==> src/rtl/alu_arbiter.sv <==
// alu_arbiter: shares one combinational ALU between two requesters with a 3-state FSM.
// Define ALU_ARB_RR_EN for round-robin arbitration; the default is fixed priority to requester 0.
module alu_arbiter #(
    parameter int DATA_W = 32
) (
    input  logic              i_clk,
    input  logic              i_rst,
    input  logic [1:0]        i_req_valid,
    output logic [1:0]        o_req_ready,
    input  logic [DATA_W-1:0] i_req0_a,
    input  logic [DATA_W-1:0] i_req0_b,
    input  logic [DATA_W-1:0] i_req1_a,
    input  logic [DATA_W-1:0] i_req1_b,
    input  logic [2:0]        i_req0_alucrtl,
    input  logic [2:0]        i_req1_alucrtl,
    output logic [DATA_W-1:0] o_alu_a,
    output logic [DATA_W-1:0] o_alu_b,
    output logic [2:0]        o_alu_alucrtl,
    input  logic [DATA_W-1:0] i_alu_result,
    input  logic              i_alu_zero,
    output logic [1:0]        o_rsp_valid,
    output logic [DATA_W-1:0] o_rsp_result,
    output logic              o_rsp_zero,
    input  logic [1:0]        i_rsp_ready,
    output logic              o_busy
);
    typedef enum logic [1:0] {IDLE, EXEC, RESP} state_e;
    state_e            state_q, state_d;
    logic [DATA_W-1:0] a_q, b_q, res_q;
    logic [2:0]        ctl_q;
    logic              owner_q, zero_q, gnt, req_hs, rsp_hs;
`ifdef ALU_ARB_RR_EN
    logic last_q;
    assign gnt = (&i_req_valid) ? ~last_q : ~i_req_valid[0];
    always_ff @(posedge i_clk or posedge i_rst) begin
        if (i_rst) last_q <= 1'b1;
        else if (req_hs) last_q <= gnt;
    end
`else
    assign gnt = ~i_req_valid[0];
`endif
    // Ready is masked during reset because the state register alone is already IDLE then.
    assign o_req_ready = (state_q == IDLE && !i_rst) ? (i_req_valid & (gnt ? 2'b10 : 2'b01)) : 2'b00;
    assign req_hs = |o_req_ready;
    assign rsp_hs = state_q == RESP && i_rsp_ready[owner_q];
    always_comb begin
        state_d = state_q;
        state_d = (state_q == IDLE) ? (req_hs ? EXEC : IDLE) :
                  (state_q == EXEC) ? RESP : (rsp_hs ? IDLE : RESP);
    end
    always_ff @(posedge i_clk or posedge i_rst) begin
        if (i_rst) begin
            state_q <= IDLE;
            a_q     <= '0;
            b_q     <= '0;
            ctl_q   <= '0;
            owner_q <= 1'b0;
            res_q   <= '0;
            zero_q  <= 1'b0;
        end else begin
            state_q <= state_d;
            if (req_hs) begin
                a_q     <= gnt ? i_req1_a : i_req0_a;
                b_q     <= gnt ? i_req1_b : i_req0_b;
                ctl_q   <= gnt ? i_req1_alucrtl : i_req0_alucrtl;
                owner_q <= gnt;
            end
            if (state_q == EXEC) begin
                res_q  <= i_alu_result;
                zero_q <= i_alu_zero;
            end
        end
    end
    assign o_alu_a       = a_q;
    assign o_alu_b       = b_q;
    assign o_alu_alucrtl = ctl_q;
    assign o_rsp_valid   = (state_q == RESP) ? (owner_q ? 2'b10 : 2'b01) : 2'b00;
    assign o_rsp_result  = res_q;
    assign o_rsp_zero    = zero_q;
    assign o_busy        = state_q != IDLE;
endmodule

==> config.mk <==
export PLATFORM = sky130hd
export DESIGN_NAME = alu_arbiter
export DESIGN_NICKNAME = d
export VERILOG_FILES = /design/src/rtl/alu_arbiter.sv
export SDC_FILE = /design/constraint.sdc
export NUM_CORES = 1
export LEC_CHECK = 0
export CAP_MARGIN = 25
export CORE_AREA = 8 8 118 120
export DETAILED_ROUTE_END_ITERATION = 16
export DIE_AREA = 0 0 126 128
export PLACE_DENSITY = 0.84
export SYNTH_ARGS = -nofsm -noshare
export SYNTH_HDL_FRONTEND = slang
export SYNTH_SLANG_ARGS = --single-unit
==> constraint.sdc <==
create_clock -name i_clk -period 5.15 [get_ports i_clk]
set_input_delay 1.03 -clock i_clk [delete_from_list [all_inputs] [get_ports i_clk]]
set_output_delay 1.03 -clock i_clk [all_outputs]
set_load 0.005 [all_outputs]
=== After elaboration in Yosys (flattened, before gate mapping) ===
Index checks and enable logic that the tools add are counted.

* Reductions and logical operators: 6
* Order comparisons: 1
* Bitwise logic cells: 2
* Equality and inequality tests: 2
* Muxes and demuxes: 13

{| class="wikitable"
|+ Operators by type and width
! kind !! number
|-
| 2-to-1 mux 32 bit || 2
|-
| 2-to-1 mux 2 bit || 7
|-
| 2-to-1 mux 1 bit || 3
|-
| 2-to-1 mux 3 bit || 1
|-
| AND 2 bit || 1
|-
| == test 2 x 1 -> 1 bit (second input constant) || 1
|-
| == test 2 bit (second input constant) || 1
|-
| logical AND 1 bit || 2
|-
| logical NOT 2 bit || 1
|-
| < comparator 1 x 2 -> 1 bit (second input constant) || 1
|-
| nonzero test 2 bit || 1
|-
| OR reduction 2 bit || 1
|-
| logical NOT 1 bit || 1
|-
| inverter 1 bit || 1
|}

* Register bits: 103
* Bits of input ports: 173

=== Logic depth before layout (Yosys ltp) ===
Gate-level depths: netlist of run 1.

* Word-level depth: 6
* Gate-level depth with buffers: 6
* Gate-level depth less buffers: 3

=== Worst setup path after synthesis of run 1 ===
Ideal clock, no wire load.

* Path type: input -> output
* Start: input port i_req_valid[0]
* End: output port o_req_ready[0]
* Cell stages on the path: 4
* Data required time: 4120 ps
* Slack: 2447 ps
* Arrival: 1673 ps
* Buffers on the path: 3
* Path through: buf_2 -> buf_6 -> buf_2 -> and2_1

* Longest elaborated chain between the ends: 3

{| class="wikitable"
|+ Ends and longest elaborated chain
! what !! line !! text
|-
| start: declaration || 8 || <nowiki>input logic [1:0] i_req_valid,</nowiki>
|-
| 2-to-1 mux 2 bit || 43 || <nowiki>assign o_req_ready = (state_q == IDLE && !i_rst) ? (i_req_valid & (gnt ? 2'b10 : 2'b01)) : 2'b00;</nowiki>
|-
| AND 2 bit * || 43 ||
|-
| 2-to-1 mux 2 bit * || 43 ||
|-
| end: declaration || 9 || <nowiki>output logic [1:0] o_req_ready,</nowiki>
|}

Every way passes the cells marked *; elsewhere a longest branch is shown, timed or not.

=== Final worst setup path of run 1 ===
* Start: input port i_rst
* End: output port o_req_ready[1]

* Longest elaborated chain between the ends: 3

{| class="wikitable"
|+ Ends and longest elaborated chain
! what !! line !! text
|-
| start: declaration || 7 || <nowiki>input logic i_rst,</nowiki>
|-
| logical NOT 1 bit (no source line) || -- ||
|-
| logical AND 1 bit || 43 ||
|-
| 2-to-1 mux 2 bit || 43 ||
|}

Every way passes these cells.

==> results.md, run 1 <==
* Status: finished, final reports clean
* Placed Area at around 0.0076 sq mm
* TritonCTS Buffers at 9
* CP arrival at 2.45 ns
* DP HPWL at 11200 um
* Final Instance Area at between 0.007 and 0.008 sq mm
* Largest net degree at the start of global routing at 80
* Cell row count at 41
* Post-synthesis sequential element count at 103
* Clock transition at the registers of the reported paths at 0.07 ns
* # fillers at a little over 900
* Gpl congestion at ~0.84
* Post-synth net total at roughly 480
* GR Overflow Total at 0
* Area growth, synth to finish at 65.8%
* Final Power at approximately 0.0038 W
* Aggregate negative setup slack at 0 ns
* Final hold violation count at 0
* NumNets Final at 750
* Comb pwr share at a little under half
* Setup bufs post-CTS at 0
* Iter 0 DRT Violations at between 90 and 100
* Cell taking the most area after synthesis: dfrtp_1
* Area share of the largest cell type after synthesis at between 50 and 60%
* Die Height at 128 um
* Post-synth ARST share at 100%
* Drt pass-1 iters at 3
* Cell breakdown of the critical path: clkdlybuf4s50_1, nor3_4, nand2_1, nor2_1, clkdlybuf4s50_1
* Final Setup Violations at 0
* Slowest CP cell: clkdlybuf4s50_1
* Slew Viols, Final at 0
* CP most frequent cell: clkdlybuf4s50_1
* Crit path time final at 3.48 ns
* Post-synth top cells: 148 x mux2_2, 103 x dfrtp_1, 19 x mux2_4, 6 x buf_2, 5 x clkbuf_1
* Skew-Pair Late Insertion Delay at 0.34 ns
* Vias in the first global route at 3999
* Critical path peak fanout at 4
* Leak at about 3.2 nW
* Clk pwr share at 16.2%
* # resized after CTS at 0
* Port bufs at approximately 280
* CTS root buffer: clkbuf_16
* Synth Instances at approximately 300
* Layout Skew at 0.00892 ns
* Hold path depth at 1
* Post-Syn Area at between 0.004 and 0.005 sq mm
* H-tree Lvls at 3
* Remaining antenna violation count at 0
* Clk buf depth at 2
* Total core area at 0.0122 sq mm
* Aggregate global-route resource usage at between 15 and 20%
* Worst hold endpoint: o_rsp_result[3]
* P_sw at a little over 0.001 W
* Hold_sp: o_rsp_result[3]
* Die area at about 0.016 sq mm
* Avg Inst Size Synth at approximately 16 sq um
* Synth area leaders: dfrtp_1 54%, mux2_2 35%, mux2_4 6.0%, buf_12 1.3%, buf_2 0.63%
* Actual slew at the worst max-slew pin at 0.687 ns
* Crit end category: primary output
* Vias/cell at approximately 4.8
* Worst relative slew slack at between 50% and 60%
* Largest stage delay, worst path at roughly 0.52 ns
* Antenna diode count at 0
* WL/cell at 19.4 um
* TritonCTS clock tree: yes
* Share of post-route cells with drive strength above 1 at 33.2%
* Worst hold path type: register to register
* Ports at 278
* Number of synthesized flops with an enable pin at 0
* RSZ-0062 raised after global routing: no
* Initial antenna violation count at 0
* Synth unique cells at 21
* Die Wd at about 130 um
* Clock sinks at about 100
* Initial core utilization at 39.2%
* Via count at 3520
* Most frequent cell after synthesis: mux2_2
* YS warnings at 0
* Fmax at about 0.29 GHz
* Crit share post-route at 67.6%
* Hold Slack at around 0.50 ns
* R2r setup slk at 3.12 ns
* Peak supply drop at 0.000252 V
* Worst-case reg-to-reg path depth at 4
* Switch share at between 20% and 30%
* Startpoint Class: input port
* Final WL at between 10000 and 15000 um
* WS Path Type: input port to primary output
* Cell area power density at 482 mW/mm^2
* Max Cap Viol at 0
* Global-route wire length before repair at around 22000 um
* Worst R2R End: o_alu_a[1]
* Seq pwr share at roughly 38%
* # DRC at 0
* # hold bufs at CTS at 0
* Share of the yosys chip area belonging to registers at 53.8%
* Predominant post-synthesis flop cell: dfrtp_1
* R2R Path Start: state_q[1]
* Int Power at 0.00279 W
* Critical Path RT at 4.12 ns
==> power groups by stage <==
stage / sequential [W] / combinational [W] / clock, W
6_report: 0.00144 / 0.00177 / 0.000618
3_5_place_dp: 0.00145 / 0.00179 / 0
2_1_floorplan: 0.00147 / 0.000639 / 0
4_1_cts: 0.00144 / 0.00180 / 0.000643
5_1_grt: 0.00150 / 0.00188 / 0.000674
3_3_place_gp: 0.00143 / 0.00175 / 0
==> per-layer routing <==
| metal | vias up | global-route usage (%) | share of wire [%] | wire length [um] |
|---|---|---|---|---|
| met5 | - | 0 | 0 | 0 |
| met4 | 0 | 6.51 | 1.8 | 258 |
| met3 | 17 | 5.87 | 8.2 | 1170 |
| met2 | 160 | 31.5 | 53 | 7520 |
| met1 | 1709 | 17.7 | 37 | 5250 |
| li1 | 1634 | - | - | - |
==> kinds of logic (layout without fill, tap and decap cells) <==
family	after synthesis	count (layout)	synth area share, %
AO/OA/AOI/OAI	3	3	0.418
buffers and inverters	21	299	3.45
AND/OR/NAND/NOR	9	9	1.31
flip-flops	103	103	53.8
multiplexers	168	168	41.0
==> area by class of cell <==
type / count / area (sq um) / share of cell area [%]
Multi-Input combinational cell: 180 / 2050 / 25.9
Sequential cell: 103 / 2580 / 32.5
Inverter: 1 / 6.26 / 0.0788
Tap cell: 150 / 188 / 2.36
Clock inverter: 7 / 50.0 / 0.631
Clock buffer: 9 / 225 / 2.84
Timing Repair Buffer: 282 / 2840 / 35.8
==> stage by stage <==
step	std cells	worst slack [ns]	utilization (%)
after CTS	730	1.67	64.6
after floorplan	304	1.42	-
final	732	1.67	65.0
after detailed placement	714	1.67	62.4
after global routing	732	1.60	65.0
after global placement	714	1.71	62.4
==> how the worst max path moves through the flow <==
stage | startpoint | endpoint | slack, ns
floorplan | i_rst | o_alu_a[0] | 1.42
global placement | i_rst | o_req_ready[1] | 1.71
detailed placement | i_rst | o_req_ready[1] | 1.67
CTS | i_rst | o_req_ready[1] | 1.67
global route | i_rst | o_req_ready[1] | 1.60
finish | i_rst | o_req_ready[1] | 1.67
==> cells in the final DEF, fill, tap and decap left out, types with 2 or more instances in the layout <==
| master | count |
|---|---|
| clkdlybuf4s50_1 | 276 |
| mux2_2 | 148 |
| dfrtp_1 | 103 |
| mux2_4 | 19 |
| clkbuf_16 | 9 |
| clkinvlp_4 | 3 |
| buf_4 | 3 |
| nor2_1 | 2 |
| clkinv_4 | 2 |
| clkinv_2 | 2 |
==> critical path, delay by kind of cell <==
kind	cells	cell delay, ns
buffers and inverters	2	1.03
and+or+nand+nor	3	0.40
==> flip-flops by register name, indices dropped and copies added, names as in the netlist <==
| signal | cells |
|---|---|
| o_alu_b | 32 |
| o_alu_a | 32 |
| o_alu_alucrtl | 3 |
| o_rsp_result | 32 |
| owner_q | 1 |
| o_rsp_zero | 1 |
| state_q | 2 |
(Power assumes the default switching activity.)
==> run 2: changes to the inputs <==
CORE_AREA = 8 8 126 128   (was 8 8 118 120)
DIE_AREA = 0 0 134 136   (was 0 0 126 128)
PLACE_DENSITY = 0.77   (was 0.84)
clock period = 2.8 ns   (was 5.15 ns; I/O delays follow)
==> run 2 against run 1 <==
Effect of this change: non-clock buffer count up 2; global-route usage decreased by 1.9 points; cell count rose by 4.9%; routed wire length about the same; power increased by 87%; design area grew 1.1%; via count decreased by 1.1%; first-iteration DRC count is 18% higher; hold slack improved by 0.0016 ns; combinational power rose by 84%; largest cell class unchanged; largest power group unchanged.
==> results.md, run 2 (synthesis gave the netlist of run 1 again) <==
* Final Setup Violations at 0
* Iter 0 DRT Violations at 110
* Aggregate negative setup slack at 0 ns
* Met2 Use GR at 26.7%
* Global-route wire length before repair at around 22000 um
* H-tree Lvls at 3
* # DRC at 0
* CP arrival at between 2 and 2.5 ns
* Die Height at around 140 um
* CTS root buffer: clkbuf_16
* CP most frequent cell: clkdlybuf4s50_1
* # resized after CTS at 0
* Clock sinks at 103
* Aggregate global-route resource usage at approximately 15%
* Port bufs at between 200 and 300
* Antenna diode count at 0
* Gpl congestion at 0.785
* GR Overflow Total at 0
* Max Cap Viol at 0
* Share of post-route cells with drive strength above 1 at between 30% and 40%
* DP HPWL at between 10000 and 15000 um
* Largest net degree at the start of global routing at 56
* Final Power at about 0.007 W
* Cell area power density at between 800 and 900 mW/mm^2
* Slowest CP cell: clkdlybuf4s50_1
* Commonest non-fill, non-tap cell in the layout: clkdlybuf4s50_1
* Fmax at between 0.3 and 0.4 GHz
* TritonCTS Buffers at 9
* TritonCTS clock tree: yes
* Die area at 0.0182 sq mm
* Slew Viols, Final at 0
* Final WL at approximately 14000 um
* Remaining antenna violation count at 0
* Dpl ws at 0.212 ns
* Crit path time final at 2.60 ns
* Die Wd at roughly 130 um
* Area growth, synth to finish at 67.6%
* Vias/cell at about 4.5
* Setup ws final at approximately 0.20 ns
* Setup bufs post-CTS at 0
* Startpoint Class: input port
* Skew-Pair Late Insertion Delay at 0.34 ns
* Total core area at 0.0140 sq mm
* Crit end category: primary output
* WS Path Type: input port to primary output
* Critical path peak fanout at 4
* NumNets Final at between 700 and 800
* Hold Slack at between 0.5 and 0.6 ns
* WL/cell at about 18 um
* Most frequent cells in the layout: 276 x clkdlybuf4s50_1, 148 x mux2_2, 103 x dfrtp_1
* Status: finished, final reports clean
* Layout Skew at 0.00398 ns
* Initial antenna violation count at 0
* Cell row count at 44
* Met3 usage at approximately 5.3%
* Ports at 278
* Worst relative slew slack at between 50% and 60%
* Final cell utilization of the core at about 57%
* Final hold violation count at 0
* Critical Path RT at 2.24 ns
* CP Buf/Inv Count at 2
* # fillers at ~1200
* Peak supply drop at ~0.00043 V
* Initial core utilization at about 34%
* Crit path max-delay family: buffers and inverters
* Worst hold path type: register to register
* Grt peak-use layer: met2
* Clk buf depth at 2
* Vias in the first global route at ~4000
* Met1 Use GR at 16.6%
* Leak at 3.25 nW
* RSZ-0062 raised after global routing: no
* # hold bufs at CTS at 0
* Clock transition at the registers of the reported paths at about 0.060 ns
* Via count at 3481
* Actual slew at the worst max-slew pin at about 0.7 ns
* Drt pass-1 iters at 4
* Largest stage delay, worst path at about 0.53 ns
* Crit share post-route at between 90% and 100%
* Cell breakdown of the critical path: clkdlybuf4s50_1, nor3_4, nand2_1, nor2_1, clkdlybuf4s50_1
run 2: changes by cell type in the layout (fill, tap and decap cells not counted), sizes merged:
cell      delta
clkbuf       +4
buf          +2
clkinv       -2
clkinvlp     -2
bufinv       +1
inv          -1
run 2: worst paths after layout:
path | from | endpoint | slack, ns | depth (start not counted)
worst max-delay path | i_rst | o_req_ready[1] | 0.20 | 5
worst min-delay path | o_rsp_result[12] | o_rsp_result[12] | 0.51 | 1
worst max register to register | state_q[1] | o_alu_b[21] | 1.00 | 4
worst min register to register | o_rsp_result[12] | o_rsp_result[12] | 0.51 | 1
max in group asynchronous | i_rst | o_alu_a[6] | 1.43 | 3
min in group asynchronous | i_rst | state_q[0] | 0.73 | 3
run 2: report_power, final:
| group | switching (W) | leakage [nW] | internal, W |
|---|---|---|---|
| clock network | 0.000510 | 0.156 | 0.000763 |
| logic | 0.000959 | 1.89 | 0.00229 |
| registers | 0.000401 | 1.20 | 0.00225 |
| total | 0.00187 | 3.25 | 0.00530 |
run 2: final cells by class:
cell class	count	area, sq um	share of cell area (%)
clock buffers	13	270	3.37
inverters	1	7.51	0.0936
well taps	184	230	2.87
flip-flops and latches	103	2580	32.1
multi-input cells	180	2050	25.6
repair buffers	284	2850	35.5
clock inverters	3	40.0	0.499
run 2: per-stage QoR:
step	instances	instance area, sq um
5_1_grt	768	8020
6_report	768	8020
4_1_cts	768	8020
3_5_place_dp	752	7710
3_3_place_gp	752	7710
2_1_floorplan	304	4790
run 2: per-layer routing:
metal  share of wire [%]  vias up
li1                    -     1626
met1                  38     1694
met2                  51      144
met3                 7.9       17
met4                 2.1        0
met5                   0        -
run 2: worst register-to-register path: stages (launching register included):
cell	delay (ns)
dfrtp_1	0.44
nor3_4	0.30
o21a_4	0.19
buf_4	0.35
mux2_2	0.41
